[src/rtl/w_word_loader_pkg.sv]
// Shared constants, FSM state type and frame validation helper for the W word loader.
package w_word_loader_pkg;

    localparam int FRAME_BITS  = 16;
    localparam int W_WIDTH     = 13;
    localparam int CMD_BITS    = FRAME_BITS - W_WIDTH;
    localparam int SYNC_STAGES = 2;
    localparam int CNT_W       = 5;

    localparam logic [CMD_BITS-1:0] CMD_LOAD = 3'b101;
    localparam logic [CNT_W-1:0]    CNT_MAX  = CNT_W'(FRAME_BITS + 1);

    typedef enum logic [2:0] {
        ST_IDLE,
        ST_SHIFT,
        ST_CHECK,
        ST_WAIT_DONE,
        ST_ISSUE
    } w_state_e;

    // A frame is accepted only with the exact length, the load command and a nonzero payload.
    function automatic logic frame_valid(input logic [FRAME_BITS-1:0] frame,
                                         input logic [CNT_W-1:0]      count);
        return (count == CNT_W'(FRAME_BITS)) &&
               (frame[FRAME_BITS-1:W_WIDTH] == CMD_LOAD) &&
               (frame[W_WIDTH-1:0] != '0);
    endfunction

endpackage

[src/rtl/w_word_loader_serial_sync_edge.sv]
// Multi-stage synchronizer for one asynchronous input with change detection on the
// last two synchronized samples; level plus change gives rise and fall.
module serial_sync_edge #(
    parameter int   STAGES    = 2,
    parameter logic RESET_VAL = 1'b0
) (
    input  logic clk,
    input  logic reset,
    input  logic din,
    output logic sync_out,
    output logic chg
);

    logic [STAGES-1:0] chain;
    logic              prev;

    always_ff @(posedge clk or negedge reset) begin
        if (!reset) begin
            chain <= {STAGES{RESET_VAL}};
            prev  <= RESET_VAL;
        end else begin
            chain <= {chain[STAGES-2:0], din};
            prev  <= chain[STAGES-1];
        end
    end

    assign sync_out = chain[STAGES-1];
    assign chg      = chain[STAGES-1] ^ prev;

endmodule

[src/rtl/w_word_loader.sv]
// Serial front end for the W decoder: synchronizes the 3-wire link, shifts in a frame,
// validates it and hands the W word to the decoder with a one-cycle dec_start strobe.
module w_word_loader
    import w_word_loader_pkg::*;
(
    input  logic               clk,
    input  logic               reset,
    input  logic               sclk,
    input  logic               sdata,
    input  logic               cs_n,
    input  logic               dec_done,
    output logic [W_WIDTH-1:0] W,
    output logic               dec_start,
    output logic               frame_ok,
    output logic               frame_err,
    output logic               busy,
    output w_state_e           fsm_state
);

    logic sclk_s, sclk_chg, sclk_rise;
    logic cs_s, cs_chg, cs_rise, cs_fall;
    logic [SYNC_STAGES-1:0] sdata_chain;
    logic sdata_s;

    w_state_e               state;
    logic [FRAME_BITS-1:0]  shreg;
    logic [CNT_W-1:0]       cnt;
    logic [W_WIDTH-1:0]     pending;

    serial_sync_edge #(.STAGES(SYNC_STAGES), .RESET_VAL(1'b1)) u_sclk_sync (
        .clk      (clk),
        .reset    (reset),
        .din      (sclk),
        .sync_out (sclk_s),
        .chg      (sclk_chg)
    );

    serial_sync_edge #(.STAGES(SYNC_STAGES), .RESET_VAL(1'b1)) u_cs_sync (
        .clk      (clk),
        .reset    (reset),
        .din      (cs_n),
        .sync_out (cs_s),
        .chg      (cs_chg)
    );

    // sdata only needs the chain; it is sampled when the aligned sclk rise is seen.
    always_ff @(posedge clk or negedge reset) begin
        if (!reset) begin
            sdata_chain <= '0;
        end else begin
            sdata_chain <= {sdata_chain[SYNC_STAGES-2:0], sdata};
        end
    end

    assign sdata_s   = sdata_chain[SYNC_STAGES-1];
    assign sclk_rise = sclk_chg & sclk_s;
    assign cs_rise   = cs_chg & cs_s;
    assign cs_fall   = cs_chg & ~cs_s;
    assign fsm_state = state;

    // Decoder handshake: dec_start is a one-cycle request issued only while dec_done is
    // high; dec_done low means the decoder is busy, so a validated word waits in
    // WAIT_DONE until dec_done returns high. There is no backpressure on the serial side:
    // the link master watches busy and must not start a frame while it is high.
    always_ff @(posedge clk or negedge reset) begin
        if (!reset) begin
            state     <= ST_IDLE;
            W         <= '0;
            pending   <= '0;
            shreg     <= '0;
            cnt       <= '0;
            dec_start <= 1'b0;
            frame_ok  <= 1'b0;
            frame_err <= 1'b0;
            busy      <= 1'b0;
        end else begin
            dec_start <= 1'b0;
            frame_ok  <= 1'b0;
            frame_err <= 1'b0;
            case (state)
                ST_IDLE: begin
                    if (cs_fall) begin
                        state <= ST_SHIFT;
                        cnt   <= '0;
                        shreg <= '0;
                        busy  <= 1'b1;
                    end
                end
                ST_SHIFT: begin
                    if (cs_fall) begin
                        cnt   <= '0;
                        shreg <= '0;
                    end else begin
                        // A bit arriving together with the closing cs_n edge still counts.
                        if (sclk_rise) begin
                            shreg <= {shreg[FRAME_BITS-2:0], sdata_s};
                            if (cnt != CNT_MAX) begin
                                cnt <= cnt + CNT_W'(1);
                            end
                        end
                        if (cs_rise) begin
                            state <= ST_CHECK;
                        end
                    end
                end
                ST_CHECK: begin
                    if (frame_valid(shreg, cnt)) begin
                        pending <= shreg[W_WIDTH-1:0];
                        state   <= ST_WAIT_DONE;
                    end else begin
                        frame_err <= 1'b1;
                        busy      <= 1'b0;
                        state     <= ST_IDLE;
                    end
                end
                ST_WAIT_DONE: begin
                    if (dec_done) begin
                        W         <= pending;
                        dec_start <= 1'b1;
                        frame_ok  <= 1'b1;
                        busy      <= 1'b0;
                        state     <= ST_ISSUE;
                    end
                end
                ST_ISSUE: begin
                    state <= ST_IDLE;
                end
                default: begin
                    state <= ST_IDLE;
                end
            endcase
        end
    end

endmodule
[config.mk]
export PLATFORM = sky130hd
export DESIGN_NAME = w_word_loader
export DESIGN_NICKNAME = d
export VERILOG_FILES = /design/src/rtl/w_word_loader_pkg.sv /design/src/rtl/w_word_loader_serial_sync_edge.sv /design/src/rtl/w_word_loader.sv
export SDC_FILE = /design/constraint.sdc
export NUM_CORES = 1
export LEC_CHECK = 0
export CELL_PAD_IN_SITES_DETAIL_PLACEMENT = 1
export CELL_PAD_IN_SITES_GLOBAL_PLACEMENT = 1
export CORE_UTILIZATION = 30
export DETAILED_ROUTE_END_ITERATION = 10
export GPL_ROUTABILITY_DRIVEN = 0
export PLACE_DENSITY = 0.66
export SLEW_MARGIN = 30
export SYNTH_ARGS = -nofsm -noshare
export SYNTH_HDL_FRONTEND = slang
export SYNTH_SLANG_ARGS = --single-unit
[constraint.sdc]
create_clock -name clk -period 3.24 [get_ports clk]
set_clock_uncertainty 0.15 [all_clocks]
set_input_delay 0.486 -clock clk [delete_from_list [all_inputs] [get_ports clk]]
set_output_delay 0.486 -clock clk [all_outputs]
set_load 0.03 [all_outputs]
==> run_results.csv <==
group,metric,value,unit
route,ant_nets,0,
power_and_ir_drop,ir_drop,0.1822,mV
route,avgViaCountPerCell,4.665,
global_route,grt_busiest_layer,"met2",
placed_design,io_buffers,25,
sta,final_max_slew_viol_count,0,
clocking,root_buffer,"clkbuf_8",
critical_path,crit_path_end_kind,"primary output",
clocking,h-tree-depth,3,
synthesis,synth.yosys.warnings,0,
critical_path,startpoint,"fsm_state[0]",
sta,fmax,430.9,MHz
synthesis,synth-seq-cells,61,
sta,worst_pin_slew,0.6352,ns
synthesis,syn_inst,207,
placed_design,dp.final_hpwl,3231,um
clocking,post-cts-setup-buffers,0,
global_route,grtUsageMet1,0.1752,
power_and_ir_drop,p_per_area,642.1,mW/mm2
sta,setup_viol,0,
route,drt-initial-drc-count,86,
critical_path,worstPathCellList,"clkdlybuf4s50_1",
floorplanning,ios,26,
clocking,path_clk_slew,0.07,ns
global_route,antenna_found_initial,0,
critical_path,r2r_end,"pending[2]",
global_route,grt_pass1_vias,1761,
layout,antenna_cells,0,
run_status,status,"completed",
critical_path,crit_family,"buffers and inverters",
critical_path,reg2reg_slack,1.23,ns
floorplanning,die_x,93.65,um
sta,setup_tns,0,ns
critical_path,cp_num_buf_inv,1,
critical_path,path_depth,1,
placed_design,dp_slack,0.9238,ns
layout,final_area,0.003102,mm2
layout,drive_gt1_frac,0.2407,
global_route,grtUsageMet2,0.1955,
floorplanning,rows,33,
critical_path,r2r_cells,4,
clocking,cts_buffer_depth,2,
global_route,track_usage,0.1313,
clocking,cts_tree,"yes",
min_path,hp-class,"primary input to async pin",
critical_path,required,2.60,ns
floorplanning,start_util,0.3082,
sta,relSlewSlack,0.5765,
global_route,grt_use_met3,0.02913,
route,wirelength,4963,um
synthesis,syn_area,0.002520,mm2
placed_design,post_dp_cell_area,0.002868,mm2
route,vias,1614,
layout,layout.nets,245,
critical_path,worstPathArrival,1.68,ns
route,avgRoutedWirePerCell,14.34,um
power_and_ir_drop,p_leak,1.420,nW
synthesis,syn_nets,216,
synthesis,post_synth.cell_area_avg,12.17,um2
global_route,grt_pass1_wl,8576,um
floorplanning,fp.coreArea,0.008175,mm2
synthesis,seq_area_frac_synth,0.6087,
critical_path,cp_max_fo,14,
power_and_ir_drop,finalPower,1.992,mW
clocking,cts_resized,0,
floorplanning,dieHeight,93.65,um
clocking,cts_buffers,9,
critical_path,crit_end,"fsm_state[0]",
critical_path,timing.critical_path.from_type,"flop",
sta,min_period_over_period,0.7163,
critical_path,critPathSlowestCell,"clkdlybuf4s50_1",
clocking,clkSinkCount,61,
critical_path,critical_path_class,"flop to primary output",
clocking,clk_latency,0.34,ns
sta,rsz0062_at_grt,"false",
clocking,ctsHoldBuffers,0,
layout,area_growth,23.09,%
critical_path,critPathMaxStageDelay,0.75,ns
global_route,grt_max_degree,47,
route,drc_errors,0,
synthesis,ys_types,40,
floorplanning,dieArea,0.008770,mm2
sta,post-route-min-period,2.321,ns
route,dr.pass1.iters,4,
critical_path,reg2reg_from,"shreg[0]",
sta,setup_slack,0.9192,ns
global_route,overflow,0,
sta,hold_viol,0,
flow_run,max_cap_violations,0,
## synthesized netlist by cell type
master / instances / area share
nor2_1: 4 / 0.0060
buf_2: 1 / 0.0020
o21ai_1: 2 / 0.0040
a211oi_1: 1 / 0.0030
nand3_1: 2 / 0.0040
and3b_1: 1 / 0.0035
clkbuf_1: 6 / 0.0089
a32o_1: 1 / 0.0040
nand3b_4: 1 / 0.0079
or4_1: 1 / 0.0030
a21oi_1: 3 / 0.0060
or3b_4: 1 / 0.0045
nand4_1: 1 / 0.0025
mux2_4: 7 / 0.042
ha_1: 3 / 0.015
a31oi_1: 1 / 0.0025
o22ai_1: 1 / 0.0025
o31ai_1: 1 / 0.0030
buf_6: 1 / 0.0045
buf_4: 2 / 0.0060
mux2i_1: 1 / 0.0040
and2b_1: 1 / 0.0030
o211ai_1: 1 / 0.0030
dfstp_2: 6 / 0.063
and3_1: 3 / 0.0074
o21ai_0: 19 / 0.038
nor4_1: 2 / 0.0050
nand2b_1: 6 / 0.015
dfrtp_1: 55 / 0.55
nor2b_1: 2 / 0.0050
nand3b_1: 1 / 0.0030
a21o_1: 1 / 0.0030
mux2_2: 20 / 0.089
inv_1: 3 / 0.0045
nand4b_1: 1 / 0.0035
nor2_4: 1 / 0.0045
or2_2: 2 / 0.0050
nor3_1: 3 / 0.0060
nand2_1: 37 / 0.055
a41oi_1: 1 / 0.0035
## metal layers
layer  part of all wire  wire [um]
met5                  0          0
met4              0.021        106
met3              0.031        152
met2               0.45       2251
met1               0.49       2453
## cell type report
| type | instances | area, um2 |
|---|---|---|
| Fill cell | 909 | 5074 |
| Sequential cell | 61 | 1534 |
| Multi-Input combinational cell | 133 | 920.9 |
| Timing Repair Buffer | 28 | 270.3 |
| Clock buffer | 11 | 151.4 |
| Tap cell | 105 | 131.4 |
| Clock inverter | 5 | 82.58 |
| Inverter | 3 | 11.26 |
## power breakdown
group | switching [mW] | internal, mW | total [mW]
clock | 0.302 | 0.475 | 0.777
sequential | 0.0677 | 0.810 | 0.878
combinational | 0.211 | 0.126 | 0.337
## flip-flops by register name, indices dropped and copies added (netlist names)
signal	flops
u_cs_sync.chain	2
fsm_state	3
busy	1
sdata_chain	2
u_cs_sync.prev	1
u_sclk_sync.prev	1
u_sclk_sync.chain	2
W	13
cnt	5
shreg	16
pending	13
frame_ok	1
frame_err	1
## cells by family after synthesis
kind of cell,synth area share
buffers and inverters,0.02581
adder cells (fa/ha/maj),0.01490
AO/OA/AOI/OAI,0.07200
AND/OR/NAND/NOR,0.1435
flip-flops,0.6087
multiplexers,0.1351
## metrics by stage
step	hold slack, ns	util	cells
floorplan	0.04041	-	207
global placement	0.1839	0.3505	330
detailed placement	0.1863	0.3508	330
CTS	0.01303	0.3794	346
global route	0.03909	0.3794	346
finish	0.01039	0.3794	346
## worst min-delay path by stage
stage                    from        endpoint
2_1_floorplan           reset            W[0]
3_3_place_gp   sdata_chain[0]  sdata_chain[1]
3_5_place_dp   sdata_chain[0]  sdata_chain[1]
4_1_cts                 reset          cnt[2]
5_1_grt                 reset        shreg[9]
6_report                reset          cnt[2]
## cells in the final DEF (no fill, tap or decap), types with 2 or more instances in the layout
master / netlist / layout
o21ai_0: 19 / 19
nand2_1: 37 / 37
or2_2: 2 / 2
a21oi_1: 3 / 3
o21ai_1: 2 / 2
nor3_1: 3 / 3
ha_1: 3 / 3
nor2_1: 4 / 4
bufinv_16: 0 / 2
buf_4: 2 / 4
mux2_4: 7 / 7
dfstp_2: 6 / 6
nor2b_1: 2 / 2
nor4_1: 2 / 2
clkinvlp_4: 0 / 3
inv_1: 3 / 3
dfrtp_1: 55 / 55
clkdlybuf4s50_1: 0 / 24
mux2_2: 20 / 20
clkbuf_8: 0 / 11
nand3_1: 2 / 2
nand2b_1: 6 / 6
and3_1: 3 / 3
(Power assumes the default switching activity.)
